`src/rtl/puf_ctrl_pkg.sv`:
```
// Shared types and LFSR constants for the PUF challenge sequencer.
package puf_ctrl_pkg;

  localparam int unsigned LFSR_W = 16;

  // Feedback taps: bits 15, 13, 12 and 10.
  localparam logic [LFSR_W-1:0] LFSR_TAPS     = 16'hB400;
  localparam logic [LFSR_W-1:0] LFSR_ZERO_SUB = 16'h0001;

  typedef enum logic [1:0] {
    IDLE,
    APPLY,
    DONE
  } state_e;

  // An all-zero seed would lock the LFSR, so it is replaced.
  function automatic logic [LFSR_W-1:0] lfsr_seed(input logic [LFSR_W-1:0] seed);
    return (seed == '0) ? LFSR_ZERO_SUB : seed;
  endfunction

  function automatic logic [LFSR_W-1:0] lfsr_next(input logic [LFSR_W-1:0] l);
    return {l[LFSR_W-2:0], ^(l & LFSR_TAPS)};
  endfunction

endpackage

```
`src/rtl/puf_challenge_ctrl_if.sv`:
```
// Response hand-off bus from the PUF sequencer to the key/ID consumer.
interface puf_challenge_ctrl_if #(
  parameter int unsigned RESP_BITS = 32
);

  logic [RESP_BITS-1:0] resp_data;
  logic                 resp_valid;
  logic                 resp_ready;

  modport master (
    output resp_data,
    output resp_valid,
    input  resp_ready
  );

  modport slave (
    input  resp_data,
    input  resp_valid,
    output resp_ready
  );

endinterface

```
`src/rtl/puf_lfsr16.sv`:
```
// 16-bit Fibonacci LFSR with seed load (zero-substituted) and single-step advance.
module puf_lfsr16
  import puf_ctrl_pkg::*;
(
  input  logic              clk,
  input  logic              rst,
  input  logic              load_i,
  input  logic              step_i,
  input  logic [LFSR_W-1:0] seed_i,
  output logic [LFSR_W-1:0] state_o
);

  logic [LFSR_W-1:0] lfsr_q, lfsr_d;

  always_comb begin
    lfsr_d = lfsr_q;
    if (load_i) begin
      lfsr_d = lfsr_seed(seed_i);
    end else if (step_i) begin
      lfsr_d = lfsr_next(lfsr_q);
    end
  end

  always_ff @(posedge clk) begin
    if (rst) begin
      lfsr_q <= LFSR_ZERO_SUB;
    end else begin
      lfsr_q <= lfsr_d;
    end
  end

  assign state_o = lfsr_q;

endmodule

```
`src/rtl/puf_challenge_ctrl.sv`:
```
// Arbiter-PUF sequencer: applies LFSR challenges, samples responses, packs a word.
// Optional majority vote per challenge when PUF_MAJORITY_VOTE_EN is defined.
module puf_challenge_ctrl
  import puf_ctrl_pkg::*;
#(
  parameter int unsigned CHAL_W    = 4,
  parameter int unsigned RESP_BITS = 32,
  parameter int unsigned SETTLE    = 4,
  parameter int unsigned VOTES     = 3
) (
  input  logic                clk,
  input  logic                rst,
  input  logic                start_i,
  input  logic [LFSR_W-1:0]   seed_i,
  output logic [CHAL_W-1:0]   challenge_o,
  input  logic                puf_resp_i,
  output logic                busy_o,
  puf_challenge_ctrl_if.master resp_if
);

  localparam int unsigned IDX_W = (RESP_BITS > 1) ? $clog2(RESP_BITS) : 1;
  localparam int unsigned CNT_W = (SETTLE > 1) ? $clog2(SETTLE) : 1;

  if (CHAL_W == 0 || CHAL_W > LFSR_W || RESP_BITS == 0 || RESP_BITS > 64 ||
      SETTLE == 0 || VOTES < 3 || (VOTES % 2) == 0) begin : g_param_check
    $error("puf_challenge_ctrl: illegal parameter set");
  end

  state_e               state_q, state_d;
  logic [IDX_W-1:0]     idx_q, idx_d;
  logic [CNT_W-1:0]     cnt_q, cnt_d;
  logic [CHAL_W-1:0]    challenge_q, challenge_d;
  logic [RESP_BITS-1:0] data_q, data_d;
  logic                 valid_q, valid_d;
  logic                 busy_q, busy_d;

  logic                 lfsr_load, lfsr_step;
  logic [LFSR_W-1:0]    lfsr_state;
  logic                 settle_end;
  logic                 sample, sample_bit;

`ifdef PUF_MAJORITY_VOTE_EN
  localparam int unsigned VOTE_W = $clog2(VOTES + 1);
  localparam int unsigned VIDX_W = $clog2(VOTES);

  logic [VIDX_W-1:0] vote_q, vote_d;
  logic [VOTE_W-1:0] ones_q, ones_d;
  logic [VOTE_W-1:0] ones_sum;
`endif

  puf_lfsr16 u_lfsr (
    .clk     (clk),
    .rst     (rst),
    .load_i  (lfsr_load),
    .step_i  (lfsr_step),
    .seed_i  (seed_i),
    .state_o (lfsr_state)
  );

  assign settle_end = (cnt_q == CNT_W'(SETTLE - 1));

  // Next-state and datapath control.
  always_comb begin
    state_d     = state_q;
    idx_d       = idx_q;
    cnt_d       = cnt_q;
    challenge_d = challenge_q;
    data_d      = data_q;
    valid_d     = valid_q;
    busy_d      = busy_q;
    lfsr_load   = 1'b0;
    lfsr_step   = 1'b0;
    sample      = 1'b0;
    sample_bit  = 1'b0;
`ifdef PUF_MAJORITY_VOTE_EN
    vote_d      = vote_q;
    ones_d      = ones_q;
    ones_sum    = ones_q + VOTE_W'(puf_resp_i);
`endif

    case (state_q)
      IDLE: begin
        if (start_i) begin
          state_d     = APPLY;
          lfsr_load   = 1'b1;
          challenge_d = CHAL_W'(lfsr_seed(seed_i));
          idx_d       = '0;
          cnt_d       = '0;
          data_d      = '0;
          busy_d      = 1'b1;
`ifdef PUF_MAJORITY_VOTE_EN
          vote_d      = '0;
          ones_d      = '0;
`endif
        end
      end

      APPLY: begin
        cnt_d = settle_end ? '0 : cnt_q + CNT_W'(1);
        if (settle_end) begin
`ifdef PUF_MAJORITY_VOTE_EN
          if (vote_q == VIDX_W'(VOTES - 1)) begin
            sample     = 1'b1;
            sample_bit = (ones_sum > VOTE_W'(VOTES / 2));
            vote_d     = '0;
            ones_d     = '0;
          end else begin
            vote_d     = vote_q + VIDX_W'(1);
            ones_d     = ones_sum;
          end
`else
          sample     = 1'b1;
          sample_bit = puf_resp_i;
`endif
        end
        if (sample) begin
          data_d[idx_q] = sample_bit;
          lfsr_step     = 1'b1;
          challenge_d   = CHAL_W'(lfsr_next(lfsr_state));
          if (idx_q == IDX_W'(RESP_BITS - 1)) begin
            state_d = DONE;
            valid_d = 1'b1;
          end else begin
            idx_d = idx_q + IDX_W'(1);
          end
        end
      end

      DONE: begin
        if (resp_if.resp_ready) begin
          state_d = IDLE;
          valid_d = 1'b0;
          busy_d  = 1'b0;
        end
      end

      default: state_d = IDLE;
    endcase
  end

  always_ff @(posedge clk) begin
    if (rst) begin
      state_q     <= IDLE;
      idx_q       <= '0;
      cnt_q       <= '0;
      challenge_q <= '0;
      data_q      <= '0;
      valid_q     <= 1'b0;
      busy_q      <= 1'b0;
`ifdef PUF_MAJORITY_VOTE_EN
      vote_q      <= '0;
      ones_q      <= '0;
`endif
    end else begin
      state_q     <= state_d;
      idx_q       <= idx_d;
      cnt_q       <= cnt_d;
      challenge_q <= challenge_d;
      data_q      <= data_d;
      valid_q     <= valid_d;
      busy_q      <= busy_d;
`ifdef PUF_MAJORITY_VOTE_EN
      vote_q      <= vote_d;
      ones_q      <= ones_d;
`endif
    end
  end

  assign challenge_o        = challenge_q;
  assign busy_o             = busy_q;
  assign resp_if.resp_data  = data_q;
  assign resp_if.resp_valid = valid_q;

endmodule

```
`src/flat_wrapper.sv`:
```
// flat-port wrapper written by rule: the top's interface ports become plain ports
module puf_challenge_ctrl_flat import puf_ctrl_pkg::*;
#(
  parameter int unsigned CHAL_W    = 4,
  parameter int unsigned RESP_BITS = 32,
  parameter int unsigned SETTLE    = 4,
  parameter int unsigned VOTES     = 3
)
  (clk, rst, start_i, seed_i, challenge_o, puf_resp_i, busy_o, resp_if_resp_data, resp_if_resp_valid, resp_if_resp_ready);
  puf_challenge_ctrl_if #(.RESP_BITS(RESP_BITS)) resp_if_i ();
  input  logic clk;
  input  logic rst;
  input  logic start_i;
  input  logic [LFSR_W-1:0] seed_i;
  output logic [CHAL_W-1:0] challenge_o;
  input  logic puf_resp_i;
  output logic busy_o;
  output wire logic [$bits(resp_if_i.resp_data)-1:0] resp_if_resp_data;
  output wire logic [$bits(resp_if_i.resp_valid)-1:0] resp_if_resp_valid;
  input wire logic [$bits(resp_if_i.resp_ready)-1:0] resp_if_resp_ready;
  assign resp_if_resp_data = resp_if_i.resp_data;
  assign resp_if_resp_valid = resp_if_i.resp_valid;
  assign resp_if_i.resp_ready = resp_if_resp_ready;
  puf_challenge_ctrl #(.CHAL_W(CHAL_W), .RESP_BITS(RESP_BITS), .SETTLE(SETTLE), .VOTES(VOTES)) u_core (.clk(clk), .rst(rst), .start_i(start_i), .seed_i(seed_i), .challenge_o(challenge_o), .puf_resp_i(puf_resp_i), .busy_o(busy_o), .resp_if(resp_if_i));
endmodule
```
`config.mk`:
```
export PLATFORM = sky130hd
export DESIGN_NAME = puf_challenge_ctrl_flat
export DESIGN_NICKNAME = d
export VERILOG_FILES = /design/src/rtl/puf_ctrl_pkg.sv /design/src/rtl/puf_challenge_ctrl_if.sv /design/src/rtl/puf_lfsr16.sv /design/src/rtl/puf_challenge_ctrl.sv /design/src/flat_wrapper.sv
export SDC_FILE = /design/constraint.sdc
export NUM_CORES = 1
export LEC_CHECK = 0
export CAP_MARGIN = 20
export CELL_PAD_IN_SITES_DETAIL_PLACEMENT = 1
export CELL_PAD_IN_SITES_GLOBAL_PLACEMENT = 2
export CORE_MARGIN = 2
export CORE_UTILIZATION = 38
export CTS_CLUSTER_DIAMETER = 60
export CTS_CLUSTER_SIZE = 8
export DETAILED_ROUTE_END_ITERATION = 7
export DONT_BUFFER_PORTS = 1
export PLACE_DENSITY_LB_ADDON = 0.1
export SLEW_MARGIN = 20
export SYNTH_ARGS = -nofsm -noshare
export SYNTH_HDL_FRONTEND = slang
export SYNTH_SLANG_ARGS = --single-unit
```
`constraint.sdc`:
```
create_clock -name clk -period 3.6 [get_ports clk]
set_clock_uncertainty 0.2 [all_clocks]
set_input_delay 0.72 -clock clk [delete_from_list [all_inputs] [get_ports clk]]
set_output_delay 0.72 -clock clk [all_outputs]
set_load 0.02 [all_outputs]
```
After elaboration in Yosys (flattened, before gate mapping):

Cells that the tools add are included.

* $add $sub $neg: 2
* $lt $le $gt $ge: 2
* eq/ne operators: 9
* muxes and demuxes: 38
* reduce and logical (&&, ||, !) cells: 14

Operator list (count)
* two-way mux 32 bit: 2
* one-hot mux 32 bit (2 select lines): 1
* two-way mux 16 bit: 3
* bitwise mux 32 bit: 1
* zero test 16 bit: 1
* parity 16 bit: 1
* two-way mux 5 bit: 3
* two-way mux 1 bit: 13
* two-way mux 2 bit: 6
* AND reduction 4 bit: 3
* one-hot mux 5 bit (2 select lines): 1
* two-way mux 4 bit: 2
* one-hot mux 4 bit (2 select lines): 1
* nonzero test 2 bit: 4
* < comparator 5 x 6 -> 1 bit, second input constant: 1
* != test 2 bit, second input constant: 3
* one-hot mux 2 bit (3 select lines): 1
* AND reduction 3 bit: 2
* adder 5 x 1 -> 5 bit, second input constant: 1
* demux 1 bit (select 5 bit): 1
* == test 5 bit, second input constant: 1
* greater-or-equal comparator 5 x 1 -> 1 bit, second input constant: 1
* == test 2 bit, second input constant: 2
* != test 2 x 1 -> 1 bit, second input constant: 2
* 7 further kinds: 8

* register bits after elaboration: 63
* input bits: 21

Depth between registers and ports, before layout:

Gate-level depths: netlist (run 1).

* word-level depth: 7
* depth in mapped cells: 8
* gate-level depth less buffers: 7

Modules after synthesis:

A second synthesis (run 1) with hierarchy kept.

* cell total of the unflattened synthesis: 366
* area, all modules: 3100.5 um^2

By module, submodules not included
* puf_challenge_ctrl: times used 1, cells an instance 271, area each 2328.5 um^2
* puf_lfsr16: times used 1, cells an instance 95, area each 772.0 um^2

Least setup slack after synthesis (run 1):

No wires, ideal clock.

* kind: reg2reg
* start point: reg u_core.idx_q[0]
* end point: reg u_core.idx_q[3]
* arrival: 1.902 ns
* path slack: 1.429 ns
* cell stages (with the launch flop): 8
* buffers on the path: 1
* cells stage by stage: dfxtp_1 -> ha_1 -> clkbuf_1 -> and3_1 -> ha_1 -> a211o_1 -> or3_1 -> a21oi_1

* word-level cells in the longest chain between the ends: 4
* elaborated cells between the ends (all ways): 7

RTL lines
* start, declared: RTL line puf_challenge_ctrl.sv:30 `logic [IDX_W-1:0] idx_q, idx_d;`
* start signal, assigned: RTL line puf_challenge_ctrl.sv:156 `idx_q <= idx_d;`
* adder 5 x 1 -> 5 bit: RTL line puf_challenge_ctrl.sv:124 `idx_d = idx_q + IDX_W'(1);`
* two-way mux 5 bit: RTL line puf_challenge_ctrl.sv:120 `if (idx_q == IDX_W'(RESP_BITS - 1)) begin`
* two-way mux 5 bit: RTL line puf_challenge_ctrl.sv:116 `if (sample) begin`
* one-hot mux 5 bit (2 select lines): RTL line puf_challenge_ctrl.sv:81 `case (state_q)`

Several ways; a longest one is shown, not always the timed one. The select of a mux whose other input is x is not followed.
A chain may end at the register's enable or synchronous reset.

Worst setup path in the final report (run 1):

* start point: reg u_core.cnt_q[0]
* end point: reg u_core.u_lfsr.lfsr_q[15] (netlist: u_core.u_lfsr.state_o[15])

* word-level cells in the longest chain between the ends: 6

RTL lines
* start, declared: RTL line puf_challenge_ctrl.sv:31 `logic [CNT_W-1:0] cnt_q, cnt_d;`
* start signal, assigned: RTL line puf_challenge_ctrl.sv:157 `cnt_q <= cnt_d;`
* == test 2 bit: RTL line puf_challenge_ctrl.sv:60 `assign settle_end = (cnt_q == CNT_W'(SETTLE - 1));`
* two-way mux 1 bit: RTL line puf_challenge_ctrl.sv:100 `if (settle_end) begin`
* two-way mux 1 bit: RTL line puf_challenge_ctrl.sv:81
* two-way mux 1 bit: RTL line puf_challenge_ctrl.sv:116
* two-way mux 1 bit: RTL line puf_challenge_ctrl.sv:81
* nonzero test 2 bit (no line)
* end signal, assigned: RTL line puf_lfsr16.sv:28 `lfsr_q <= lfsr_d;`
* end, declared: RTL line puf_lfsr16.sv:13 `logic [LFSR_W-1:0] lfsr_q, lfsr_d;`

Every way passes these cells. The select of a mux whose other input is x is not followed.

==> qor.yml, run 1 <==
final_layout:
  layout-drive-gt1-share: 0.0652
  n_fill_cell: 961
  multi_input_area_um2: 1540
  area_growth_pct: 5.12
  n_antenna_cell: 0
  nNetsFinal: 390
  register_area_um2: 1260
synth:
  yosysTopAreaCellShare: 0.419
  synth.net_count: 415
  ys_seq_elements: 63
  yosysUniqueCellTypes: 44
  synth_area_per_cell_um2: 7.75
  synth_area_leaders: "dfxtp_1, a21oi_1, nand2_1"
  syn-cell-area_um2: 3010
  synthCells: 388
  ys_seq_area_frac: 0.419
  yosysWarnings: 0
  synth_area_leader_cell: "dfxtp_1"
cts:
  cts_num_sinks: 63
  cts.clk_slew.worst_paths_ns: 0.08
  cts_tree: "built"
  post_cts_resized: 0
  holdBufCountCts: 0
  clkLatencyLatePin_ns: 0.34
  cts_buffer_depth: 2
  numCtsBuffers: 9
  htree_num_levels: 3
  root_buffer: "clkbuf_8"
  post_cts_buffers: 0
timing:
  finalCritPeriodShare: 0.647
  drv_slew: 0
  worst_pin_slew_ns: 0.799
  hold_violations: 0
  period_minus_slack_ns: 2.33
  fmax_mhz: 429
  setup_viol: 0
  rsz0062_at_grt: "false"
  fin_tns_setup_ns: 0
  max_slew_margin: 0.463
  hold-worst-slack_ns: 0.241
worst_setup_path:
  worstPathArrival_ns: 2.37
  critPathKind: "reg -> reg"
  path_cells: "ha_1, mux2i_2, nor2_2, buf_4, nor2_1, a311oi_1"
  cp.buffers_inverters: 1
  cp_data_required_time_ns: 3.64
  crit_slowest_cell: "nor2_2"
  crit_family: "simple AND/OR/NAND/NOR gates"
  critPathLaunchType: "flip-flop"
  cp-end-kind: "flip-flop"
  cpPeakStageDelay_ns: 0.54
  cp_max_fo: 17
power_and_ir_drop:
  p_per_area_nw_per_um2: 459
  ir_worst_vdd_v: 0.000160
  power.share.sequential: 0.514
  leakage_nw: 1.11
  switchingPower_w: 0.000396
  comb_power_share: 0.092
  p_sw_frac: 0.273
  p_clk_frac: 0.394
  p_int_w: 0.00105
place:
  dp_hpwl_mm: 5.41
  portBuffers: 0
  gp_congestion: 0.751
floorplan:
  dieArea_um2: 8640
  start_util: 0.391
  ios: 59
  core.rowCount: 32
  coreArea_um2: 7690
  dieHeight_um: 93.0
  die_w_um: 93.0
grt:
  antenna_found_initial: 0
  grt.total_usage: 0.205
  grt_pass1_wl_mm: 13.8
  grt_overflow: 0
  grt_max_degree: 61
  grt_pass1_vias: 2618
flow_run:
  drv_cap: 0
detailed_routing:
  drc_errors: 0
  wl_mm: 8.48
  vias: 2626
  drt_iter0_drc: 72
  detail-route-antenna-nets: 0
  routedWlPerCell_um: 18.0
  viasPerCell: 5.59
  first_pass_iters: 4
outcome:
  outcome: "completed"
worst_hold_path:
  hold_path.class: "in -> reg"
final timing paths:
path / from / end / slack, ns / cells past startpoint
setup / recovery: u_core.cnt_q[0] / u_core.u_lfsr.state_o[15] / 1.27 / 6
hold / removal: rst / u_core.resp_if.resp_data[19] / 0.24 / 1
setup reg to reg: u_core.cnt_q[0] / u_core.u_lfsr.state_o[15] / 1.27 / 6
hold reg to reg: u_core.u_lfsr.state_o[3] / u_core.u_lfsr.state_o[3] / 0.28 / 1
flip-flops by register name, indices dropped and copies added, names as in the netlist:
name / cells
u_core.resp_if.resp_data: 32
u_core.cnt_q: 2
u_core.u_lfsr.state_o: 16
u_core.busy_o: 1
u_core.resp_if.resp_valid: 1
u_core.idx_q: 5
u_core.state_q: 2
u_core.challenge_o: 4
area by class of cell:
type / instances / share of cell area
timing repair buffer: 4 / 0.00950
tap: 102 / 0.0404
clock inverter: 3 / 0.00554
sequential: 63 / 0.399
clock buffer: 13 / 0.0503
inverter: 6 / 0.00713
multi-input combinational: 279 / 0.488
synth_stat cells (all sizes together):
cell      n
a21oi    71
nand2    67
dfxtp    63
o21ai    38
clkbuf   24
nor2     23
buf      16
a311oi   14
ha        6
inv       6
nor3      6
a31oi     5
nand3     5
and2      4
mux2i     4
nor2b     4
a211oi    3
and3b     3
nor3b     3
nor4      3
and3      2
nand4b    2
o21a      2
or3       2
xnor2     2
a211o     1
a41o      1
a41oi     1
and4b     1
nand2b    1
nand4     1
nand4bb   1
o311ai    1
or2       1
xor2      1
metal layers:
metal | vias up | part of all wire | track usage
li1 | 1302 | - | -
met1 | 1263 | 0.47 | 0.270
met2 | 48 | 0.46 | 0.316
met3 | 13 | 0.057 | 0.0683
met4 | 0 | 0.016 | 0.0674
met5 | - | 0 | 0
worst register-to-register path, cell delays in order, from the launching register on:
cell and delay, ns:
dfxtp_1 0.36, ha_1 0.31, mux2i_2 0.19, nor2_2 0.54
buf_4 0.33, nor2_1 0.06, a311oi_1 0.26
metrics by stage:
stage | setup slack, ns | std cells | area (µm²) | util | power, W
after floorplan | 1.43 | 388 | 3010 | - | 0.000874
after global placement | 1.33 | 454 | 2980 | 0.388 | 0.000894
after detailed placement | 1.24 | 454 | 2980 | 0.388 | 0.000897
after CTS | 1.23 | 470 | 3160 | 0.411 | 0.00147
after global routing | 1.01 | 470 | 3160 | 0.411 | 0.00153
final | 1.27 | 470 | 3160 | 0.411 | 0.00145
cell families (layout without fill, tap and decap cells):
group,count (synthesis),after routing,synth area share
AOI/OAI and AO/OA,137,137,0.257
xor gates and xnor gates,3,3,0.00874
adders and majority gates,6,6,0.0250
buffers and inverters,46,26,0.0682
DFF,63,63,0.419
muxes,4,4,0.0146
and+or+nand+nor,129,129,0.207
power groups by stage:
stage	logic [W]	registers [W]	clock network, W
after floorplan	0.000120	0.000755	0
after global placement	0.000132	0.000762	0
after detailed placement	0.000135	0.000762	0
after CTS	0.000136	0.000746	0.000591
after global routing	0.000152	0.000748	0.000627
final	0.000133	0.000746	0.000572
layout by cell type (no fill, tap or decap), drive strengths merged, types with 4 or more instances in the layout:
cell type and n:
a21oi 71, nand2 67, dfxtp 63, o21ai 38
nor2 23, a311oi 14, clkbuf 13, inv 6
ha 6, nor3 6, a31oi 5, nand3 5
and2 4, buf 4, nor2b 4, mux2i 4
No activity file was read; power rests on OpenSTA's default activity.
==> run 2, diff against run 1 <==
Settings changed: CORE_UTILIZATION 38 to 32.
Clock period 3.6 ns to 2.1 ns, I/O delays scaled along.
==> run 2 against run 1 <==
  * Clock power increased by 92%
  * Register-to-register slack worse by 1.2 ns
  * Flip-flop and latch count is the same
  * Non-clock buffer count is 24 higher
  * Hold slack worse by 0.23 ns
  * First-iteration DRC count fell by 1.4%
  * Die area increased by 18%
  * Worst setup slack got worse by 1.2 ns
  * Sequential power grew 70%
  * Critical path depth is the same
  * Wire length is 7.5% higher
  * Critical endpoint is now u_core.idx_q[3]
  * Largest power group unchanged
==> qor.yml, run 2 (synthesized netlist as in run 1, its figures left out) <==
timing:
  fmax_mhz: 488  # +14%
  worst_pin_slew_ns: 0.488  # -0.311 ns
  finalCritPeriodShare: 0.975  # +0.328
  hold_violations: 0  # unchanged
  period_minus_slack_ns: 2.05  # -0.283 ns
  max_slew_margin: 0.673  # +0.210
  setup_slack_ns: 0.0517  # -1.22 ns
  drv_slew: 0  # unchanged
  setup_viol: 0  # unchanged
detailed_routing:
  drc_errors: 0  # unchanged
  wl_mm: 9.12  # +7.5%
  routedWlPerCell_um: 18.1  # +0.48%
  detail-route-antenna-nets: 0  # unchanged
  vias: 2754  # +4.9%
  drt_iter0_drc: 71  # -1.4%
  viasPerCell: 5.48  # -2.0%
  first_pass_iters: 4  # unchanged
final_layout:
  multi_input_area_um2: 1580  # +2.2%
  final_common_cell: "a21oi_1"
  area_growth_pct: 15.0
  mostFrequentLayoutCells: "a21oi_1, nand2_1, dfxtp_1, o21ai_0, buf_4"
  n_fill_cell: 1117  # +16%
  fin_cells: 503  # +7.0%
  nNetsFinal: 414  # +6.2%
  final_area_um2: 3460  # +9.4%
  largest_register_ffs: 32  # unchanged
  fin_util: 0.376  # -0.0352
  layout-drive-gt1-share: 0.145  # +0.0802
  n_antenna_cell: 0  # unchanged
  register_area_um2: 1260  # +0.30%
cts:
  clkLatencyLatePin_ns: 0.34  # about the same
  root_buffer: "clkbuf_8"
  numCtsBuffers: 9  # unchanged
  htree_num_levels: 3  # unchanged
  cts_tree: "built"
  cts_buffer_depth: 2  # unchanged
  cts.clk_slew.worst_paths_ns: 0.08  # about the same
  cts_num_sinks: 63  # unchanged
place:
  gp_congestion: 0.739  # -1.5%
  dp_hpwl_mm: 5.88  # +8.7%
  portBuffers: 0  # unchanged
  placed_area_um2: 3180  # +6.6%
  dp_cells: 484  # +6.6%
  pre_cts_ws_ns: 0.0667  # -1.18 ns
grt:
  grt.busiest_layer: "met2"
  gr-usage-met3: 0.0492  # -0.0191
  grt.total_usage: 0.186  # -0.0188
  grt_max_degree: 59  # -3.3%
  grt_overflow: 0  # unchanged
  met1_usage: 0.218  # -0.0515
  met2_usage: 0.318  # +0.00204
  antenna_found_initial: 0  # unchanged
  grt_pass1_wl_mm: 14.7  # +6.2%
  grt_pass1_vias: 2910  # +11%
floorplan:
  coreArea_um2: 9200  # +20%
  dieArea_um2: 10200  # +18%
  core.rowCount: 35  # +9.4%
  dieHeight_um: 101  # +8.6%
  start_util: 0.327  # -0.0642
  die_w_um: 101  # +8.6%
  ios: 59  # unchanged
flow_run:
  drv_cap: 0  # unchanged
power_and_ir_drop:
  p_sw_frac: 0.275  # +0.00242
  leakage_nw: 1.26  # +14%
  switchingPower_w: 0.000731  # +85%
  p_clk_frac: 0.413  # +0.019
  p_int_w: 0.00193  # +83%
  power.share.sequential: 0.478  # -0.036
  p_per_area_nw_per_um2: 769  # +68%
  ir_worst_vdd_v: 0.000349  # +120%
  total_power_w: 0.00266  # +83%
  comb_power_share: 0.109  # +0.017
worst_setup_path:
  cp-end-kind: "flip-flop"
  critPathLaunchType: "flip-flop"
  setup.worst_path.start: "u_core.idx_q[1]"
  cp_data_required_time_ns: 2.18  # -1.46 ns
  crit_path_end: "u_core.idx_q[3]"
  r2r-start: "u_core.idx_q[1]"
  cp_max_fo: 5  # -12
  worstPathArrival_ns: 2.12  # -0.25 ns
  r2r-end: "u_core.idx_q[3]"
  r2r_cells: 6  # unchanged
  critPathKind: "reg -> reg"
  rrSetupSlack_ns: 0.05  # -1.22 ns
worst_hold_path:
  hold_path.class: "in -> reg"
outcome:
  outcome: "completed"
[run 2: worst min path at each step]
stage,start,endpoint,cells past startpoint,slack [ns]
6_report,rst,u_core.u_lfsr.state_o[0],2,0.01
5_1_grt,rst,u_core.u_lfsr.state_o[0],2,0.02
4_1_cts,rst,u_core.u_lfsr.state_o[0],2,0.0004
3_5_place_dp,u_core.cnt_q[1],u_core.cnt_q[1],2,0.26
3_3_place_gp,u_core.u_lfsr.state_o[3],u_core.u_lfsr.state_o[3],1,0.25
2_1_floorplan,u_core.u_lfsr.state_o[3],u_core.u_lfsr.state_o[3],1,0.24
[run 2: repair_timing]
action,4_1_cts,5_1_grt
resized for setup,0,9
hold buffers,1,0
endpoints found under the setup margin,0,7
setup buffers,0,2
endpoints found under the hold margin,58,0
[run 2: power by group through the flow]
stage,Combinational [W],Sequential [W],Clock [W]
finish,0.000289,0.00127,0.00110
global route,0.000330,0.00128,0.00118
CTS,0.000289,0.00127,0.00112
detailed placement,0.000263,0.00130,0
global placement,0.000256,0.00130,0
floorplan,0.000205,0.00129,0
[run 2: cell type report]
cell class | instances | share of cell area
well taps | 111 | 0.0402
inverters | 6 | 0.00651
flip-flops and latches | 63 | 0.366
multi-input cells | 279 | 0.456
clock inverters | 5 | 0.0166
repair buffers | 28 | 0.0738
clock buffers | 11 | 0.0409
[run 2: stage by stage]
stage	hold slack (ns)	TNS, ns
CTS	0.000445	0
global route	0.0221	-0.00867
finish	0.0101	0
detailed placement	0.261	0
global placement	0.250	0
floorplan	0.241	0
[run 2: per-layer routing]
metal  part of all wire  wire (µm)
met5                  0          0
met4              0.022        197
met3              0.052        477
met2               0.49       4430
met1               0.44       4020
[run 2: worst max-delay path: stages (launching register included)]
cell and delay (ns):
dfxtp_4 0.37, ha_2 0.18, and3_1 0.19, ha_2 0.21, a211o_4 0.36, or3_4 0.37
a21oi_2 0.11
==> run 3, diff against run 2 <==
--- a/config.mk
+++ b/config.mk
@@ -11,3 +11,3 @@
 export CORE_MARGIN = 2
-export CORE_UTILIZATION = 32
+export CORE_UTILIZATION = 36
 export CTS_CLUSTER_DIAMETER = 60
==> constraint.sdc (replaced) <==
create_clock -name clk -period 2.2 [get_ports clk]
set_clock_uncertainty 0.2 [all_clocks]
set_input_delay 0.44 -clock clk [delete_from_list [all_inputs] [get_ports clk]]
set_output_delay 0.44 -clock clk [all_outputs]
set_load 0.05 [all_outputs]
==> run 3 against run 2 <==
  * Global-route usage grew 1.7 points
  * Clock power shrank 6%
  * Critical path depth is the same
  * Cell count shrank 3.2%
  * Cell area shrank 3.2%
  * Register-to-register slack gained 0.06 ns
  * Clock-buffer cell count is the same
  * Die area shrank 11%
  * Wire length shrank 4.8%
  * Worst setup slack gained 0.059 ns
  * Critical path type unchanged
  * Largest power group unchanged
==> qor.yml, run 3 (synthesized netlist as in run 1, its figures left out) <==
cts:
  clkLatencyLatePin_ns: 0.34  # about the same
  numCtsBuffers: 9  # unchanged
  cts_buffer_depth: 2  # unchanged
  cts.clk_slew.worst_paths_ns: 0.07  # about the same
  htree_num_levels: 3  # unchanged
  post_cts_buffers: 0  # unchanged
  cts_num_sinks: 63  # unchanged
  cts_tree: "built"
  root_buffer: "clkbuf_8"
floorplan:
  dieArea_um2: 9100  # -11%
  dieHeight_um: 95.4  # -5.5%
  core.rowCount: 33  # -5.7%
  coreArea_um2: 8180  # -11%
  start_util: 0.368  # +0.0408
  die_w_um: 95.4  # -5.5%
  ios: 59  # unchanged
detailed_routing:
  first_pass_iters: 4  # unchanged
  drt_iter0_drc: 95  # +34%
  viasPerCell: 5.55  # +1.4%
  detail-route-antenna-nets: 0  # unchanged
  vias: 2704  # -1.8%
  drc_errors: 0  # unchanged
  routedWlPerCell_um: 17.8  # -1.6%
  wl_mm: 8.68  # -4.8%
final_layout:
  mostFrequentLayoutCells: "a21oi_1, nand2_1, dfxtp_1, o21ai_0, nor2_1"
  final_common_cell: "a21oi_1"
  largest_register_ffs: 32  # unchanged
  n_antenna_cell: 0  # unchanged
  layout-drive-gt1-share: 0.107  # -0.0381
  area_growth_pct: 11.3
  nNetsFinal: 405  # -2.2%
power_and_ir_drop:
  leakage_nw: 1.22  # -3.2%
  total_power_w: 0.00253  # -4.7%
  p_sw_frac: 0.268  # -0.00681
  ir_worst_vdd_v: 0.000312  # -11%
  switchingPower_w: 0.000680  # -7.0%
  power.share.sequential: 0.487  # +0.009
  p_per_area_nw_per_um2: 757  # -1.5%
  p_int_w: 0.00185  # -3.8%
  comb_power_share: 0.105  # -0.004
  p_clk_frac: 0.408  # -0.005
timing:
  hold-worst-slack_ns: 0.0564  # +0.0463 ns
  setup_slack_ns: 0.111  # +0.0590 ns
  finalCritPeriodShare: 0.950  # -0.0257
  period_minus_slack_ns: 2.09  # +0.0410 ns
  fmax_mhz: 479  # -2.0%
  worst_pin_slew_ns: 0.799  # +0.310 ns
  setup_viol: 0  # unchanged
  max_slew_margin: 0.464  # -0.210
  rsz0062_at_grt: "false"
  fin_tns_setup_ns: 0  # unchanged
  hold_violations: 0  # unchanged
  drv_slew: 0  # unchanged
worst_setup_path:
  path_cells: "ha_1, and3_1, ha_1, a211o_1, or3_1, a21oi_1"
  cp-end-kind: "flip-flop"
  cp_max_fo: 6  # +1
  critPathKind: "reg -> reg"
  cp_data_required_time_ns: 2.27  # +0.09 ns
  cpPeakStageDelay_ns: 0.36  # about the same
  crit_slowest_cell: "a211o_1"
  critPathLaunchType: "flip-flop"
  cp_common_cell: "ha_1"
  worstPathArrival_ns: 2.16  # +0.04 ns
place:
  gp_congestion: 0.697  # -5.7%
  dp_hpwl_mm: 5.62  # -4.6%
  portBuffers: 0  # unchanged
  pre_cts_ws_ns: 0.130  # +0.0634 ns
grt:
  grt_overflow: 0  # unchanged
  grt.total_usage: 0.203  # +0.0169
  grt_pass1_vias: 2719  # -6.6%
  grt_max_degree: 59  # unchanged
  grt_pass1_wl_mm: 14.1  # -4.1%
  antenna_found_initial: 0  # unchanged
worst_hold_path:
  hold_path.class: "in -> reg"
outcome:
  outcome: "completed"
flow_run:
  drv_cap: 0  # unchanged
## run 3: cell count changes in the layout (fill, tap and decap cells not counted), moves of 2 or more
cell	previous run	this run
clkinv_4	2	0
ha_2	2	0
ha_1	4	6
buf_4	25	16
## run 3: worst paths after layout
kind / cells after the start / end / slack (ns) / startpoint
worst max-delay path: 6 / u_core.idx_q[3] / 0.11 / u_core.idx_q[1]
worst min-delay path: 2 / u_core.u_lfsr.state_o[15] / 0.06 / seed_i[15]
worst max register to register: 6 / u_core.idx_q[3] / 0.11 / u_core.idx_q[1]
worst min register to register: 1 / u_core.u_lfsr.state_o[3] / 0.28 / u_core.u_lfsr.state_o[3]
## run 3: area by class of cell
class / instances / area, µm²
Timing Repair Buffer: 19 / 188
Multi-Input combinational cell: 279 / 1550
Sequential cell: 63 / 1260
Clock inverter: 4 / 45.0
Inverter: 6 / 22.5
Clock buffer: 11 / 151
Fill cell: 1001 / 4830
Tap cell: 105 / 131
## run 3: stage by stage
step	cells	area (µm²)	util
6_report	487	3350	0.409
5_1_grt	487	3350	0.409
4_1_cts	487	3340	0.409
3_5_place_dp	471	3120	0.381
3_3_place_gp	471	3120	0.381
2_1_floorplan	388	3010	-
## run 3: power groups by stage
stage | clock network (W) | registers, W | logic, W
detailed placement | 0 | 0.00126 | 0.000247
finish | 0.00103 | 0.00123 | 0.000267
floorplan | 0 | 0.00125 | 0.000196
CTS | 0.00108 | 0.00123 | 0.000271
global placement | 0 | 0.00126 | 0.000244
global route | 0.00113 | 0.00124 | 0.000302
## run 3: critical path: cells and delay by family (launching register included)
family | cells | cell delay, ns
AO/OA/AOI/OAI | 2 | 0.50
adder cells (fa/ha/maj) | 2 | 0.42
flip-flops | 1 | 0.35
AND/OR/NAND/NOR | 2 | 0.55
## run 3: repair_timing
action / in CTS / in global routing
hold endpoints to repair: 58 / 0
endpoints found under the setup margin: 0 / 1
resized for setup: 0 / 1
hold buffers: 1 / 0
## run 3: per-layer routing
| layer | track usage | wire length (µm) | part of all wire |
|---|---|---|---|
| met5 | 0 | 0 | 0 |
| met4 | 0.0655 | 100 | 0.012 |
| met3 | 0.0506 | 421 | 0.048 |
| met2 | 0.336 | 4220 | 0.49 |
| met1 | 0.261 | 3940 | 0.45 |
